`src/rtl/dmem_pkg.sv`:
```
// Shared types and constants for the data-memory arbiter.
//   owner_e      : debug encoding of the current port owner
//   arb_state_e  : arbiter FSM state
//   DMEM_ADDR_W  : default byte-address width of the memory port
package dmem_pkg;

    localparam int DMEM_ADDR_W = 14;

    typedef enum logic [1:0] {
        OWN_NONE = 2'b00,
        OWN_M0   = 2'b01,
        OWN_M1   = 2'b10
    } owner_e;

    typedef enum logic [1:0] {
        IDLE = 2'b00,
        OWN0 = 2'b01,
        OWN1 = 2'b10
    } arb_state_e;

    function automatic owner_e state_to_owner(arb_state_e s);
        owner_e o;
        case (s)
            OWN0:    o = OWN_M0;
            OWN1:    o = OWN_M1;
            default: o = OWN_NONE;
        endcase
        return o;
    endfunction

endpackage

```
`src/rtl/dmem_arbiter_if.sv`:
```
// Requester-side bus of the data-memory arbiter (one instance per requester).
//   req/lock/we/addr/wdata : request, driven by the requester (master)
//   gnt                    : request accepted this cycle, driven by the arbiter
//   rvalid/rdata           : read return, one cycle after a granted read
interface dmem_arbiter_if
    import dmem_pkg::*;
#(
    parameter int ADDR_W = DMEM_ADDR_W
);
    logic              req;
    logic              lock;
    logic              we;
    logic [ADDR_W-1:0] addr;
    logic [31:0]       wdata;
    logic              gnt;
    logic              rvalid;
    logic [31:0]       rdata;

    modport master (
        output req, lock, we, addr, wdata,
        input  gnt, rvalid, rdata
    );

    modport slave (
        input  req, lock, we, addr, wdata,
        output gnt, rvalid, rdata
    );
endinterface

```
`src/rtl/dmem_arbiter_rr_pick2.sv`:
```
// Two-input round-robin selector.
//   req[1:0] : request vector (bit 0 = M0, bit 1 = M1)
//   ptr      : requester favoured on contention (0 = M0, 1 = M1)
//   gnt[1:0] : one-hot grant, or zero when nobody requests
module rr_pick2
    import dmem_pkg::*;
(
    input  logic [1:0] req,
    input  logic       ptr,
    output logic [1:0] gnt
);

    always_comb begin
        gnt = 2'b00;
        case (req)
            2'b01:   gnt = 2'b01;
            2'b10:   gnt = 2'b10;
            2'b11:   gnt = ptr ? 2'b10 : 2'b01;
            default: gnt = 2'b00;
        endcase
    end

endmodule

```
`src/rtl/dmem_arbiter.sv`:
```
// Data-memory arbiter: shares one memory port between M0 (core load/store)
// and M1 (loader/debug) with round-robin priority and bounded locked bursts.
//   clk, rst            : system clock, asynchronous active-low reset
//   m0, m1              : requester buses (slave side)
//   mem_en/we/addr/wdata: memory access, muxed from the granted requester
//   mem_rdata           : memory registered read data (cycle after mem_en)
//   owner               : debug, 00 none / 01 M0 / 10 M1
//
// state | meaning
// IDLE  | no owner; grant by round robin between requesters
// OWN0  | M0 holds the port; only M0 may be granted
// OWN1  | M1 holds the port; only M1 may be granted
module dmem_arbiter
    import dmem_pkg::*;
#(
    parameter int ADDR_W    = DMEM_ADDR_W,
    parameter int MAX_BURST = 8
) (
    input  logic              clk,
    input  logic              rst,
    dmem_arbiter_if.slave     m0,
    dmem_arbiter_if.slave     m1,
    output logic              mem_en,
    output logic              mem_we,
    output logic [ADDR_W-1:0] mem_addr,
    output logic [31:0]       mem_wdata,
    input  logic [31:0]       mem_rdata,
    output logic [1:0]        owner
);

    localparam int             CNT_W    = $clog2(MAX_BURST + 1);
    localparam logic [CNT_W-1:0] LAST_CNT = CNT_W'(MAX_BURST - 1);
    // With a one-grant burst limit a lock can never extend ownership.
    localparam bit             LOCK_OK  = (MAX_BURST > 1);

    arb_state_e       state_q, state_d;
    logic             rr_ptr_q, rr_ptr_d;
    logic [CNT_W-1:0] burst_cnt_q, burst_cnt_d;
    logic             rd_pend_q;
    logic             rd_sel_q;

    logic [1:0] pick_gnt;
    logic       gnt_m0, gnt_m1;
    logic       own_req, own_lock, own_gnt;

    rr_pick2 u_pick (
        .req ({m1.req, m0.req}),
        .ptr (rr_ptr_q),
        .gnt (pick_gnt)
    );

    assign own_req  = (state_q == OWN1) ? m1.req  : m0.req;
    assign own_lock = (state_q == OWN1) ? m1.lock : m0.lock;
    assign own_gnt  = (state_q == OWN1) ? gnt_m1  : gnt_m0;

    always_comb begin
        gnt_m0      = 1'b0;
        gnt_m1      = 1'b0;
        state_d     = state_q;
        rr_ptr_d    = rr_ptr_q;
        burst_cnt_d = burst_cnt_q;

        case (state_q)
            IDLE: begin
                gnt_m0 = pick_gnt[0];
                gnt_m1 = pick_gnt[1];
            end
            OWN0:    gnt_m0 = m0.req;
            OWN1:    gnt_m1 = m1.req;
            default: ;
        endcase

        // Grants are combinational, so they must be masked while reset is low.
        if (!rst) begin
            gnt_m0 = 1'b0;
            gnt_m1 = 1'b0;
        end

        if (gnt_m0) begin
            rr_ptr_d = 1'b1;
        end else if (gnt_m1) begin
            rr_ptr_d = 1'b0;
        end

        case (state_q)
            IDLE: begin
                burst_cnt_d = '0;
                // The entry grant is the first of the burst, so count from 1.
                if (LOCK_OK && gnt_m0 && m0.lock) begin
                    state_d     = OWN0;
                    burst_cnt_d = CNT_W'(1);
                end else if (LOCK_OK && gnt_m1 && m1.lock) begin
                    state_d     = OWN1;
                    burst_cnt_d = CNT_W'(1);
                end
            end
            OWN0, OWN1: begin
                if (!own_req || (own_gnt && (!own_lock || burst_cnt_q == LAST_CNT))) begin
                    state_d     = IDLE;
                    burst_cnt_d = '0;
                end else if (own_gnt) begin
                    burst_cnt_d = burst_cnt_q + 1'b1;
                end
            end
            default: begin
                state_d     = IDLE;
                burst_cnt_d = '0;
            end
        endcase
    end

    always_ff @(posedge clk or negedge rst) begin
        if (!rst) begin
            state_q     <= IDLE;
            rr_ptr_q    <= 1'b0;
            burst_cnt_q <= '0;
            rd_pend_q   <= 1'b0;
            rd_sel_q    <= 1'b0;
        end else begin
            state_q     <= state_d;
            rr_ptr_q    <= rr_ptr_d;
            burst_cnt_q <= burst_cnt_d;
            rd_pend_q   <= mem_en & ~mem_we;
            rd_sel_q    <= gnt_m1;
        end
    end

    assign m0.gnt = gnt_m0;
    assign m1.gnt = gnt_m1;

    assign mem_en    = gnt_m0 | gnt_m1;
    assign mem_we    = gnt_m1 ? m1.we    : (gnt_m0 ? m0.we    : 1'b0);
    assign mem_addr  = gnt_m1 ? m1.addr  : (gnt_m0 ? m0.addr  : '0);
    assign mem_wdata = gnt_m1 ? m1.wdata : (gnt_m0 ? m0.wdata : '0);

    assign m0.rvalid = rd_pend_q & ~rd_sel_q;
    assign m1.rvalid = rd_pend_q &  rd_sel_q;
    assign m0.rdata  = m0.rvalid ? mem_rdata : 32'h0;
    assign m1.rdata  = m1.rvalid ? mem_rdata : 32'h0;

    assign owner = state_to_owner(state_q);

endmodule

```
`src/flat_wrapper.sv`:
```
// flat-port wrapper written by rule: the top's interface ports become plain ports
module dmem_arbiter_flat import dmem_pkg::*;
#(
    parameter int ADDR_W    = DMEM_ADDR_W,
    parameter int MAX_BURST = 8
)
  (clk, rst, mem_en, mem_we, mem_addr, mem_wdata, mem_rdata, owner, m0_req, m0_lock, m0_we, m0_addr, m0_wdata, m0_gnt, m0_rvalid, m0_rdata, m1_req, m1_lock, m1_we, m1_addr, m1_wdata, m1_gnt, m1_rvalid, m1_rdata);
  dmem_arbiter_if #(.ADDR_W(ADDR_W)) m0_i ();
  dmem_arbiter_if #(.ADDR_W(ADDR_W)) m1_i ();
  input  logic clk;
  input  logic rst;
  output logic mem_en;
  output logic mem_we;
  output logic [ADDR_W-1:0] mem_addr;
  output logic [31:0] mem_wdata;
  input  logic [31:0] mem_rdata;
  output logic [1:0] owner;
  input wire logic [$bits(m0_i.req)-1:0] m0_req;
  input wire logic [$bits(m0_i.lock)-1:0] m0_lock;
  input wire logic [$bits(m0_i.we)-1:0] m0_we;
  input wire logic [$bits(m0_i.addr)-1:0] m0_addr;
  input wire logic [$bits(m0_i.wdata)-1:0] m0_wdata;
  output wire logic [$bits(m0_i.gnt)-1:0] m0_gnt;
  output wire logic [$bits(m0_i.rvalid)-1:0] m0_rvalid;
  output wire logic [$bits(m0_i.rdata)-1:0] m0_rdata;
  input wire logic [$bits(m1_i.req)-1:0] m1_req;
  input wire logic [$bits(m1_i.lock)-1:0] m1_lock;
  input wire logic [$bits(m1_i.we)-1:0] m1_we;
  input wire logic [$bits(m1_i.addr)-1:0] m1_addr;
  input wire logic [$bits(m1_i.wdata)-1:0] m1_wdata;
  output wire logic [$bits(m1_i.gnt)-1:0] m1_gnt;
  output wire logic [$bits(m1_i.rvalid)-1:0] m1_rvalid;
  output wire logic [$bits(m1_i.rdata)-1:0] m1_rdata;
  assign m0_i.req = m0_req;
  assign m0_i.lock = m0_lock;
  assign m0_i.we = m0_we;
  assign m0_i.addr = m0_addr;
  assign m0_i.wdata = m0_wdata;
  assign m0_gnt = m0_i.gnt;
  assign m0_rvalid = m0_i.rvalid;
  assign m0_rdata = m0_i.rdata;
  assign m1_i.req = m1_req;
  assign m1_i.lock = m1_lock;
  assign m1_i.we = m1_we;
  assign m1_i.addr = m1_addr;
  assign m1_i.wdata = m1_wdata;
  assign m1_gnt = m1_i.gnt;
  assign m1_rvalid = m1_i.rvalid;
  assign m1_rdata = m1_i.rdata;
  dmem_arbiter #(.ADDR_W(ADDR_W), .MAX_BURST(MAX_BURST)) u_core (.clk(clk), .rst(rst), .m0(m0_i), .m1(m1_i), .mem_en(mem_en), .mem_we(mem_we), .mem_addr(mem_addr), .mem_wdata(mem_wdata), .mem_rdata(mem_rdata), .owner(owner));
endmodule
```
`config.mk`:
```
export PLATFORM = sky130hd
export DESIGN_NAME = dmem_arbiter_flat
export DESIGN_NICKNAME = d
export VERILOG_FILES = /design/src/rtl/dmem_pkg.sv /design/src/rtl/dmem_arbiter_if.sv /design/src/rtl/dmem_arbiter_rr_pick2.sv /design/src/rtl/dmem_arbiter.sv /design/src/flat_wrapper.sv
export SDC_FILE = /design/constraint.sdc
export NUM_CORES = 1
export LEC_CHECK = 0
export BUFFER_PORTS_ARGS = -buffer_cell sky130_fd_sc_hd__clkbuf_2
export CAP_MARGIN = 20
export CORE_AREA = 5 5 95 97
export CTS_CLUSTER_SIZE = 10
export DETAILED_ROUTE_END_ITERATION = 10
export DIE_AREA = 0 0 100 102
export PLACE_DENSITY = 0.69
export SETUP_SLACK_MARGIN = 0.02
export SLEW_MARGIN = 30
export SYNTH_ARGS = -nofsm -noshare
export SYNTH_HDL_FRONTEND = slang
export SYNTH_SLANG_ARGS = --single-unit
```
`constraint.sdc`:
```
create_clock -name clk -period 6 [get_ports clk]
set_input_delay 1.2 -clock clk [delete_from_list [all_inputs] [get_ports clk]]
set_output_delay 1.2 -clock clk [all_outputs]
set_load 0.02 [all_outputs]
```
==> results of run 1 <==
[power by group through the flow]
stage	clock network, mW	logic, mW	registers (mW)
final	0.0705	0.743	0.120
after global routing	0.0742	0.803	0.124
after CTS	0.0712	0.742	0.118
after detailed placement	0	0.741	0.119
after global placement	0	0.730	0.117
after floorplan	0	0.517	0.0915
[cell usage after synthesis (2+ instances only)]
library cell	n
sky130_fd_sc_hd__and3_1	33
sky130_fd_sc_hd__buf_2	4
sky130_fd_sc_hd__and2_1	35
sky130_fd_sc_hd__inv_1	7
sky130_fd_sc_hd__nand2_1	6
sky130_fd_sc_hd__a21oi_1	4
sky130_fd_sc_hd__ha_1	7
sky130_fd_sc_hd__o21ai_0	3
sky130_fd_sc_hd__clkbuf_1	12
sky130_fd_sc_hd__dfrtp_1	9
sky130_fd_sc_hd__a22o_1	47
sky130_fd_sc_hd__nand4b_1	2
sky130_fd_sc_hd__o2111ai_1	2
sky130_fd_sc_hd__buf_6	3
sky130_fd_sc_hd__nor3_1	2
[kinds of logic (layout without fill, tap and decap cells)]
| group | count (synthesis) | count (layout) | synth area share |
|---|---|---|---|
| multiplexers | 2 | 2 | 0.0151 |
| AO/OA/AOI/OAI | 71 | 71 | 0.373 |
| AND/OR/NAND/NOR | 91 | 91 | 0.347 |
| flip-flops | 9 | 9 | 0.136 |
| buffers and inverters | 26 | 263 | 0.0758 |
| adder cells (fa/ha/maj) | 7 | 7 | 0.0530 |
[cell type report]
class / instances / area (sq um) / share of cell area
Tap cell: 105 / 131 / 0.0435
Timing Repair Buffer: 252 / 1290 / 0.426
Sequential cell: 9 / 225 / 0.0745
Inverter: 7 / 26.3 / 0.00869
Multi-Input combinational cell: 171 / 1310 / 0.432
Clock buffer: 4 / 45.0 / 0.0149
[registers in the layout, summed over array words and instances, names as in the netlist]
| signal | count |
|---|---|
| u_core.burst_cnt_q | 4 |
| u_core.rd_pend_q | 1 |
| u_core.rd_sel_q | 1 |
| u_core.rr_ptr_q | 1 |
| u_core.state_q | 2 |
[metrics by stage]
step | instance area, sq um | cells | hold WS, ns | utilization | setup slack (ns)
finish | 3020 | 548 | 0.546 | 0.375 | 1.91
CTS | 3000 | 547 | 0.551 | 0.372 | 1.60
detailed placement | 2950 | 543 | 0.545 | 0.366 | 1.60
global route | 3020 | 548 | 0.584 | 0.375 | 1.73
global placement | 2950 | 543 | 0.532 | 0.366 | 1.63
floorplan | 1650 | 206 | 0.512 | - | 2.62
[metal layers]
metal,vias up,global-route usage,share of wire
met2,179,0.318,0.52
met5,-,0,0
met4,0,0.0435,0.018
met3,12,0.0259,0.10
li1,1261,-,-
met1,1181,0.184,0.36
[tightest hold or removal path, stage by stage (launching register included)]
cell and delay [ns]:
sky130_fd_sc_hd__dfrtp_1 0.39, sky130_fd_sc_hd__nand2_1 0.07, sky130_fd_sc_hd__a21oi_1 0.05
[final timing paths]
kind / endpoint / slack (ns) / depth (start not counted)
max: mem_wdata[6] / 1.91 / 6
min: u_core.burst_cnt_q[1] / 0.55 / 2
max reg2reg: u_core.state_q[0] / 3.66 / 7
min reg2reg: u_core.burst_cnt_q[1] / 0.55 / 2
max in group asynchronous: u_core.state_q[0] / 4.84 / 1
min in group asynchronous: u_core.rr_ptr_q / 0.88 / 1
==> results summary, run 1 <==
Setup total negative slack on the finished layout was measured at 0 ns. The net switching share of the total power is 0.566. The switching component of the power is roughly 0.53 mW. The detailed router's first-iteration violation count is 94. In the post-synthesis netlist, the biggest area contributors are sky130_fd_sc_hd__a22o_1 (25%), sky130_fd_sc_hd__dfrtp_1 (14%), sky130_fd_sc_hd__and2_1 (13%). The synthesis warning total is 0. The maximum resistive drop on vdd is 0.133 mV. The sequential-to-total area share from yosys stat came out at 0.136. The global-route wire length before repair came out at ~13000 um. The final antenna-violating net count is 0. For this run, design rule violations remaining after detail routing come to 0. The part of the cycle the worst path needs is 0.682.

The max-slew headroom at the worst pin came out at 0.472. The floorplan die width is 100 um. After floorplanning, the core was divided into 33 placement rows. The library cell used most frequently in the layout, excluding fill and tap cells, is sky130_fd_sc_hd__clkbuf_2. The effective utilization at floorplan came out at 0.205. In the final design database the tool counted 583 nets.

The clock tree root buffer cell is sky130_fd_sc_hd__clkbuf_8. The number of enable flip-flop cells after synthesis is 0. Among all flip-flop cells after synthesis, the most frequent one is sky130_fd_sc_hd__dfrtp_1. STA classifies the critical path startpoint as a primary input.

The TritonCTS clock tree is done. The tightest min-delay check is of the flip-flop to flip-flop type. The pin count of the biggest net entering global routing came out at 53. The net count after synthesis came out at ~350. The synthesized design contains 9 register bits. The clock passes through at most 2 buffers. The routed wire length per instance came out at between 15 and 20 um. In the layout the commonest cells are sky130_fd_sc_hd__clkbuf_2 (249), sky130_fd_sc_hd__a22o_1 (47), sky130_fd_sc_hd__and2_1 (35), sky130_fd_sc_hd__and3_1 (33), sky130_fd_sc_hd__dfrtp_1 (9). The mean instance size in the synthesized netlist is 8.02 sq um. The floorplan step defined a die boundary enclosing between 10000 and 15000 sq um.

The count of maximum capacitance violations is 0. The flow ran to the end, and the final reports show no timing, DRC or antenna violations. Among all stages on the critical path, the largest delay is contributed by sky130_fd_sc_hd__buf_4. The number of different library cells in the post-synthesis netlist came out at 45.

The cell-internal power came out at 0.405 mW. The placeable core region is just over 8000 sq um. After detailed routing, the number of vias per cell comes to just under 5.

The number of buffers and inverters on the critical path is 3. The area share of the leading cell type in the synthesized netlist came out at 0.249. The share of total power dissipated in combinational logic is 0.796.

In this design, the critical path's most frequently occurring cell is sky130_fd_sc_hd__clkbuf_2. The worst clock skew is 0.00429 ns. Of the total power, the clock network draws 0.076. The final-report setup violation count came out at 0. The cell type group with the largest total delay on the critical path is buffers and inverters. The hold violation total from the final report came to 0. The die height is a little over 100 um. The post-detailed-routing wire length came out at about 9400 um.

The measured slew at the worst slew-check pin is between 0.7 and 0.8 ns. The data arrival time at the worst-slack endpoint is 2.89 ns. The via count of the first global-routing pass came out at 2648.

The launch point of the worst reg-to-reg path is u_core.state_q[0]. The top cell type by total area after synthesis is sky130_fd_sc_hd__a22o_1. The sum of internal, switching and leakage power is ~0.93 mW. The most critical setup path has its startpoint at rst. For this run, the slowest stage of the critical path takes ~0.46 ns. The fraction of registers with async set/reset is 1.00. Derived from the worst setup path, the maximum achievable clock frequency is 0.244 GHz. By startpoint and endpoint, the worst setup path is classified as primary input to primary output. The clock-pin slew reported for the worst setup and hold paths after clock tree synthesis is 0.05 ns.

The total global routing overflow came out at 0. The final weighted congestion in routability-driven placement came out at 0.890. The number of buffers added by the clock tree synthesis step is 3. The number of sinks driven by the clock tree came out at 9.

The hold buffer count at cts came out at 0. The signed area change from the synthesized netlist to the final layout came out at 83.0%. The initial antenna violation count was 0.

Of all nets on the critical path, the largest fanout is between 50 and 60. The total iterations of the first detailed-routing run came out at 4. The area of the mapped netlist is 1650 sq um.

The number of antenna cells inserted came out at 0. The areal power density over the cells came out at between 300 and 400 nW/um^2. The number of max-slew violations in the final report was 0. Input and output buffers added on the ports amount to 249. The number of instances in the synthesized netlist came out at 206.

The total via count after detailed routing is between 2000 and 3000. The endpoint required time on the critical path came out at roughly 4.8 ns. The final critical delay including setup and external delays came out at around 4.1 ns.

Once detailed placement completed, the half-perimeter wirelength came to a little over 8000 um. Setup repair after global routing left no endpoint under its margin. The post-cts gate resize count came out at 0. In this run the number of H-tree levels came out at 1. The global-route usage over all layers came out at 0.163. The number of I/O pins came out at 250. The leakage power came out at 1.92 nW. The worst setup path is captured at a primary output. The critical path goes through clkbuf_2 -> o211ai_2 -> nor2_4 -> buf_4 -> a22o_1 -> clkbuf_2.

The filler cells instantiated in the layout total between 800 and 900. The share of total power dissipated in sequential elements is 0.129. The source of the worst hold timing path is u_core.burst_cnt_q[1]. The number of buffers inserted to repair setup after CTS is 0. The clock latency of the later-clocked register in the worst-skew pair came out at ~0.23 ns. Of the cells placed in the final design, the portion with a size suffix greater than 1 is 0.600.
No activity file was read; power rests on OpenSTA's default activity.
==> run 2: changes to the inputs <==
- clock period: 6 -> 3.8 ns (I/O delays scaled with it)
==> results summary, run 2 (synthesis results as in run 1) <==
TritonCTS built the clock tree. The final routed DRC violation total came out at 0 (unchanged). The total via count after detailed routing came out at 2608 (-0.95%). The total global routing overflow is 0 (unchanged).

The placeable core region is 8050 sq um (unchanged). The internal reg-to-reg setup slack is 1.50 ns (-2.16 ns). The pin count of the biggest net entering global routing came to 53 (unchanged). The clock-pin slew reported for the worst setup and hold paths after clock tree synthesis is 0.05 ns (about the same). The initial antenna violation count came out at 0 (unchanged). The effective utilization at floorplan was 0.205 (unchanged).

The maximum resistive drop on vdd is 0.218 mV (+64%). The areal power density over the cells is 487 nW/um^2 (+58%). The final-report setup violation count is 0 (unchanged).

The flip-flop count of the largest register after layout came out at 4 (unchanged). The measured slew at the worst slew-check pin is 0.528 ns (-0.265 ns). The estimated wirelength of the detail-placed design is 8240 um (-0.69%). The per-cell via count in the routed design is 4.74 (-1.3%).

The data arrival time at the worst-slack endpoint came out at 2.52 ns (-0.37 ns). The detailed router's first-iteration violation count is 46 (-51%). The global-route usage over all layers is 0.165 (+0.00164). The post-route setup TNS is 0 ns (unchanged).

The number of max-slew violations in the final report came out at 0 (unchanged). The clock latency of the later-clocked register in the worst-skew pair came out at 0.23 ns (about the same). The number of buffers added by the clock tree synthesis step came to 3 (unchanged). The number of sinks driven by the clock tree is 9 (unchanged). The count of maximum capacitance violations is 0 (unchanged). The final antenna-violating net count came to 0 (unchanged). The worst setup path is captured at a primary output. The post-detailed-routing wire length is 9440 um (+0.69%). Setup repair after global routing left no endpoint under its margin. The maximum level of the CTS H-tree is 1 (unchanged). The floorplan die width came to 100 um (unchanged).

In this run the worst hold path is classified as primary input to asynchronous set/reset pin. The die height came to 102 um (unchanged). u_core.burst_cnt_q holds more flip-flops than any other register. The number of I/O pins is 250 (unchanged). The total iterations of the first detailed-routing run is 4 (unchanged). The global-route wire length before repair is 13300 um (-0.72%). The routed wire length per instance is 17.2 um (+0.33%). The hold buffer count at cts came to 0 (unchanged).

The endpoint required time on the critical path is 3.04 ns (-1.76 ns). The maximum clock rate is roughly 0.3 GHz. The number of port buffers came out at 249 (unchanged).

The number of buffers inserted to repair setup after CTS came out at 0 (unchanged). STA classifies the critical path startpoint as a flip-flop. The worst clock skew is 0.00465 ns (+0.000363 ns).

Of the available clock period, the critical path in the final layout requires 0.864. The count of standard-cell rows came out at 33 (unchanged). The number of antenna cells inserted is 0 (unchanged).

In the layout the commonest cells are sky130_fd_sc_hd__clkbuf_2 (249), sky130_fd_sc_hd__a22o_1 (47), sky130_fd_sc_hd__and2_1 (35), sky130_fd_sc_hd__and3_1 (33), sky130_fd_sc_hd__dfrtp_1 (9). The final critical delay including setup and external delays is approximately 3.3 ns. The worst hold slack is 0.437 ns (-0.109 ns). The leakage power came out at 1.93 nW (+0.54%). The critical path in this run is classified as flip-flop to primary output. The area of the die is 10200 sq um (unchanged). The final weighted congestion in routability-driven placement came to 0.904 (+1.7%). The clock tree root buffer cell is sky130_fd_sc_hd__clkbuf_8. The library cell used most frequently in the layout, excluding fill and tap cells, is sky130_fd_sc_hd__clkbuf_2. The buffer depth of the longest clock path came out at 2 (unchanged). The via count of the first global-routing pass is 2591 (-2.2%). The maximum fanout count along the critical path came out at 32 (-38%). Compared with the post-synthesis result, the final layout area differs by 83.9%. The max-slew headroom at the worst pin came out at 0.648 (+0.176). The hold violation total from the final report came out at 0 (unchanged). The largest registers in the layout are u_core.burst_cnt_q (4), u_core.state_q (2). The post-cts gate resize count came out at 0 (unchanged). The final net count came to 585 (+0.34%).

The run finished with clean final reports. The fraction of layout instances using a drive strength above 1 is 0.602 (+0.00180).
-- run 2: cell types whose count changed in the layout (fill, tap and decap cells not counted) --
cell,previous run,this run
sky130_fd_sc_hd__buf_4,2,4
-- run 2: power by group --
group | switching (mW) | internal (mW)
logic | 0.767 | 0.457
clock network | 0.0376 | 0.0731
registers | 0.0249 | 0.119
-- run 2: cell type report --
| class | count | area [sq um] |
|---|---|---|
| fill | 841 | 5010 |
| multi-input combinational | 171 | 1310 |
| timing repair buffer | 254 | 1300 |
| sequential | 9 | 225 |
| tap | 105 | 131 |
| clock buffer | 4 | 45.0 |
| inverter | 7 | 26.3 |
-- run 2: worst paths after layout --
| kind | startpoint | end | depth (start not counted) |
|---|---|---|---|
| setup reg to reg | u_core.state_q[0] | u_core.state_q[0] | 7 |
| hold / removal | rst | u_core.burst_cnt_q[1] | 1 |
| min in group clk | u_core.burst_cnt_q[1] | u_core.burst_cnt_q[1] | 2 |
| setup / recovery | u_core.state_q[0] | mem_wdata[14] | 8 |
| hold reg to reg | u_core.burst_cnt_q[1] | u_core.burst_cnt_q[1] | 2 |
| max in group asynchronous | rst | u_core.burst_cnt_q[3] | 1 |
-- run 2: metrics by stage --
step	instance area, sq um	cells	utilization	power [mW]	setup WS, ns
2_1_floorplan	1650	206	-	0.960	1.25
3_3_place_gp	2970	545	0.368	1.35	0.347
3_5_place_dp	2970	545	0.368	1.36	0.298
4_1_cts	3010	549	0.374	1.48	0.174
5_1_grt	3040	550	0.377	1.59	0.330
6_report	3040	550	0.377	1.48	0.516
-- run 2: routing by layer --
| metal | routed length (um) | share of wire | track usage | vias up |
|---|---|---|---|---|
| met5 | 0 | 0 | 0 | - |
| met4 | 206 | 0.022 | 0.0549 | 0 |
| met3 | 951 | 0.10 | 0.0280 | 12 |
| met2 | 4790 | 0.51 | 0.318 | 173 |
| met1 | 3500 | 0.37 | 0.183 | 1158 |
| li1 | - | - | - | 1265 |
-- run 2: critical path, stage by stage (launching register included) --
cell and delay [ns]:
sky130_fd_sc_hd__dfrtp_1 0.42, sky130_fd_sc_hd__inv_1 0.13, sky130_fd_sc_hd__ha_1 0.29, sky130_fd_sc_hd__a21bo_1 0.24, sky130_fd_sc_hd__a21o_1 0.23, sky130_fd_sc_hd__nor2_4 0.39
sky130_fd_sc_hd__buf_16 0.23, sky130_fd_sc_hd__a22o_1 0.18, sky130_fd_sc_hd__clkbuf_2 0.18
==> run 3: changes to the inputs <==
- ABC_AREA: not set -> 1
- CORE_AREA: 5 5 95 97 -> 5 5 94 96
- DIE_AREA: 0 0 100 102 -> 0 0 99 101
- PLACE_DENSITY: 0.69 -> 0.73
==> results summary, run 3 <==
The area of the mapped netlist is 1820 sq um (+10%). The count of standard-cell rows is 33 (unchanged). The number of antenna cells inserted is 0 (unchanged). The worst reg2reg path depth was 9 (+2).

The routed wire length per instance came out at 11.6 um (-32%). The detailed router's first-iteration violation count came out at 63 (+37%). The final weighted congestion in routability-driven placement is 0.883 (-2.4%). The placeable core region came out at 7970 sq um (-1.0%). The flip-flop count of the largest register after layout came to 4 (unchanged). The number of enable flip-flop cells after synthesis came out at 0 (unchanged). The final net count was 730 (+25%). met2 is the most crowded layer. The final-report setup violation count came to 0 (unchanged). Among all flip-flop cells after synthesis, the most frequent one is sky130_fd_sc_hd__dfrtp_1.

The signed area change from the synthesized netlist to the final layout is 73.6%. The mean instance size in the synthesized netlist came out at 5.15 sq um (-36%). The total global routing overflow is 0 (unchanged). The maximum level of the CTS H-tree came out at 1 (unchanged). The launch point of the worst reg-to-reg path is u_core.state_q[0].

The pre-CTS worst setup slack came out at 0.749 ns (+0.451 ns). The areal power density over the cells is 436 nW/um^2 (-10%). The final antenna-violating net count is 0 (unchanged). The final routed DRC violation total came out at 0 (unchanged). The hold buffer count at cts is 0 (unchanged). The pin count of the biggest net entering global routing came out at 50 (-5.7%). The max-slew headroom at the worst pin came out at 0.409 (-0.239).

The met2 routing resource usage after global routing is 0.280 (-0.0376). The global-route track usage on met1 came to 0.163 (-0.0197). The multi-input combinational cell area was 1270 sq um (-2.6%).

The TritonCTS clock tree is done. The worst clock skew came out at 0.000362 ns (-0.00429 ns). The maximum clock rate was 0.323 GHz (+6.0%).

The number of buffers added by the clock tree synthesis step is 3 (unchanged). The synthesis warning total is 0 (unchanged). The via count of the first global-routing pass was 2776 (+7.1%).

The total placed cells including tap cells is 691 (+27%). The count of fill cells added during filler insertion came out at 878 (+4.4%). The net count after synthesis came to 493 (+43%).

The data arrival time at the worst-slack endpoint is 2.34 ns (-0.18 ns). The estimated wirelength of the detail-placed design came out at 7030 um (-15%). The effective utilization at floorplan came out at 0.229 (+0.0238).

The buffer depth of the longest clock path came out at 2 (unchanged). The clock-pin slew reported for the worst setup and hold paths after clock tree synthesis came out at 0.04 ns (about the same). The post-route setup TNS came out at 0 ns (unchanged). The register area was 225 sq um (unchanged). The final critical delay including setup and external delays is 3.10 ns (-0.185 ns).

In this run the worst hold path is classified as primary input to asynchronous set/reset pin. The total iterations of the first detailed-routing run was 4 (unchanged). The clock latency of the later-clocked register in the worst-skew pair came out at 0.23 ns (about the same). The final design utilization came out at 0.397 (+0.0201). The top cell types in the final layout, fill and taps aside, are sky130_fd_sc_hd__clkbuf_2 (249), sky130_fd_sc_hd__nand2_1 (116), sky130_fd_sc_hd__nor2_1 (70), sky130_fd_sc_hd__inv_1 (48), sky130_fd_sc_hd__o21ai_0 (27). Of all cell types, the one taking the most synthesized area is sky130_fd_sc_hd__nand2_1. The measured slew at the worst slew-check pin came to 0.885 ns (+0.357 ns). The post-detailed-routing wire length came out at 8070 um (-15%). In the post-synthesis netlist, the biggest area contributors are sky130_fd_sc_hd__nand2_1 (24%), sky130_fd_sc_hd__nor2_1 (14%), sky130_fd_sc_hd__dfrtp_1 (12%). The total via count after detailed routing came to 2886 (+11%). The commonest cells after synthesis are sky130_fd_sc_hd__nand2_1 (116), sky130_fd_sc_hd__nor2_1 (70), sky130_fd_sc_hd__inv_1 (48). The synthesis-stage register bit count was 9 (unchanged).

The area of the die was 10000 sq um (-2.0%). The most common cell after layout, fill and taps aside is sky130_fd_sc_hd__clkbuf_2. The start point of the critical path is u_core.state_q[0]. The floorplan die width was 99 um (-1.0%). The number of instances in the synthesized netlist came out at 354 (+72%). The part of the cycle the worst path needs came out at 0.816 (-0.0487).

The endpoint identified for the worst register-to-register timing path is u_core.rd_pend_q. The flow ran to the end, and the final reports show no timing, DRC or antenna violations. The most used standard cell by instance count after synthesis is sky130_fd_sc_hd__nand2_1. The element type at the critical path end is a primary output. The number of buffers inserted to repair setup after CTS is 0 (unchanged). The per-cell via count in the routed design is 4.15 (-12%).

By startpoint and endpoint, the worst setup path is classified as flip-flop to primary output. The global-route wire length before repair came out at 12400 um (-6.9%). The filler-free cell count of the finished design is 695 (+26%). The internal reg-to-reg setup slack is 1.69 ns (+0.19 ns). The number of port buffers is 249 (unchanged).

The global-route track usage on met3 came to 0.0388 (+0.0108). The area share of the leading cell type in the synthesized netlist is 0.239 (-0.0106). The count of maximum capacitance violations is 0 (unchanged). The global-route usage over all layers was 0.148 (-0.0173). Setup repair after global routing left no endpoint under its margin. The leakage power is 2.17 nW (+12%). The endpoint required time on the critical path came out at 3.04 ns (about the same). The number of max-slew violations in the final report came out at 0 (unchanged). The number of I/O pins came to 250 (unchanged). The sum of internal, switching and leakage power came to 1.38 mW (-6.6%). The maximum fanout count along the critical path came to 49 (+53%). The die height came out at 101 um (-0.98%).

The fraction of layout instances using a drive strength above 1 came to 0.486 (-0.116). The hold violation total from the final report came out at 0 (unchanged). The number of different library cells in the post-synthesis netlist was 23 (-49%).

The sequential-to-total area share from yosys stat is 0.123 (-0.0129). The post-layout worst setup margin is 0.701 ns (+0.185 ns). The number of sinks driven by the clock tree is 9 (unchanged). The post-cts gate resize count is 0 (unchanged). The largest registers in the layout are u_core.burst_cnt_q (4), u_core.state_q (2). The fraction of registers with async set/reset is 1.00 (unchanged).

The maximum resistive drop on vdd came out at 0.201 mV (-7.7%). The clock tree root buffer cell is sky130_fd_sc_hd__clkbuf_8. The kind of launch point of the worst setup path is a flip-flop.

The initial antenna violation count is 0 (unchanged). Counting flops per register, the top entry is u_core.burst_cnt_q.
==> run 3: changes by cell type in the layout (fill, tap and decap cells not counted), moves of 24 or more <==
cell and change:
sky130_fd_sc_hd__a22o_1 -47, sky130_fd_sc_hd__and2_1 -35, sky130_fd_sc_hd__and3_1 -33, sky130_fd_sc_hd__inv_1 +41, sky130_fd_sc_hd__nand2_1 +110, sky130_fd_sc_hd__nor2_1 +69, sky130_fd_sc_hd__o21ai_0 +24
==> run 3: cell families after synthesis <==
logic type	Yosys count	synth area share
buffers and inverters	72	0.179
AO/OA/AOI/OAI	52	0.167
flip-flops	9	0.123
adder cells (fa/ha/maj)	7	0.0480
AND/OR/NAND/NOR	212	0.473
XOR/XNOR	2	0.00960
==> run 3: critical path, cell delays in order (launching register included) <==
cell                       delay (ns)
sky130_fd_sc_hd__dfrtp_1         0.42
sky130_fd_sc_hd__inv_1           0.11
sky130_fd_sc_hd__ha_1            0.30
sky130_fd_sc_hd__nor2_2          0.18
sky130_fd_sc_hd__nor2_4          0.06
sky130_fd_sc_hd__nand2_4         0.06
sky130_fd_sc_hd__buf_4           0.40
sky130_fd_sc_hd__nand2_1         0.13
sky130_fd_sc_hd__o21ai_2         0.22
sky130_fd_sc_hd__clkbuf_2        0.21
==> run 3: how the worst max path moves through the flow <==
| stage | end | slack, ns | cells past startpoint |
|---|---|---|---|
| floorplan | mem_addr[10] | 1.32 | 8 |
| global placement | mem_we | 0.77 | 8 |
| detailed placement | mem_wdata[6] | 0.75 | 8 |
| CTS | mem_wdata[6] | 0.65 | 9 |
| global route | mem_we | 0.46 | 9 |
| finish | mem_we | 0.70 | 9 |
==> run 3: power by group <==
group | total (mW) | switching (mW) | internal (mW)
registers | 0.148 | 0.0247 | 0.123
clock network | 0.106 | 0.0331 | 0.0727
logic | 1.13 | 0.768 | 0.358
total | 1.38 | 0.826 | 0.554
==> run 3: final cells by class <==
cell class                      instances  area share
Clock buffer                            4      0.0142
Inverter                               51      0.0605
Multi-Input combinational cell        273       0.402
Sequential cell                         9      0.0711
Tap cell                              105      0.0415
Timing Repair Buffer                  253       0.411
==> run 3: metal layers <==
metal	vias up	part of all wire
met2	164	0.50
met4	0	0.0071
met5	-	0
li1	1533	-
met3	4	0.12
met1	1185	0.38
==> run 3: through the flow <==
| step | instance area [sq um] | hold slack [ns] |
|---|---|---|
| CTS | 3170 | 0.385 |
| global placement | 3120 | 0.502 |
| floorplan | 1820 | 0.464 |
| finish | 3170 | 0.384 |
| detailed placement | 3120 | 0.505 |
| global route | 3170 | 0.396 |
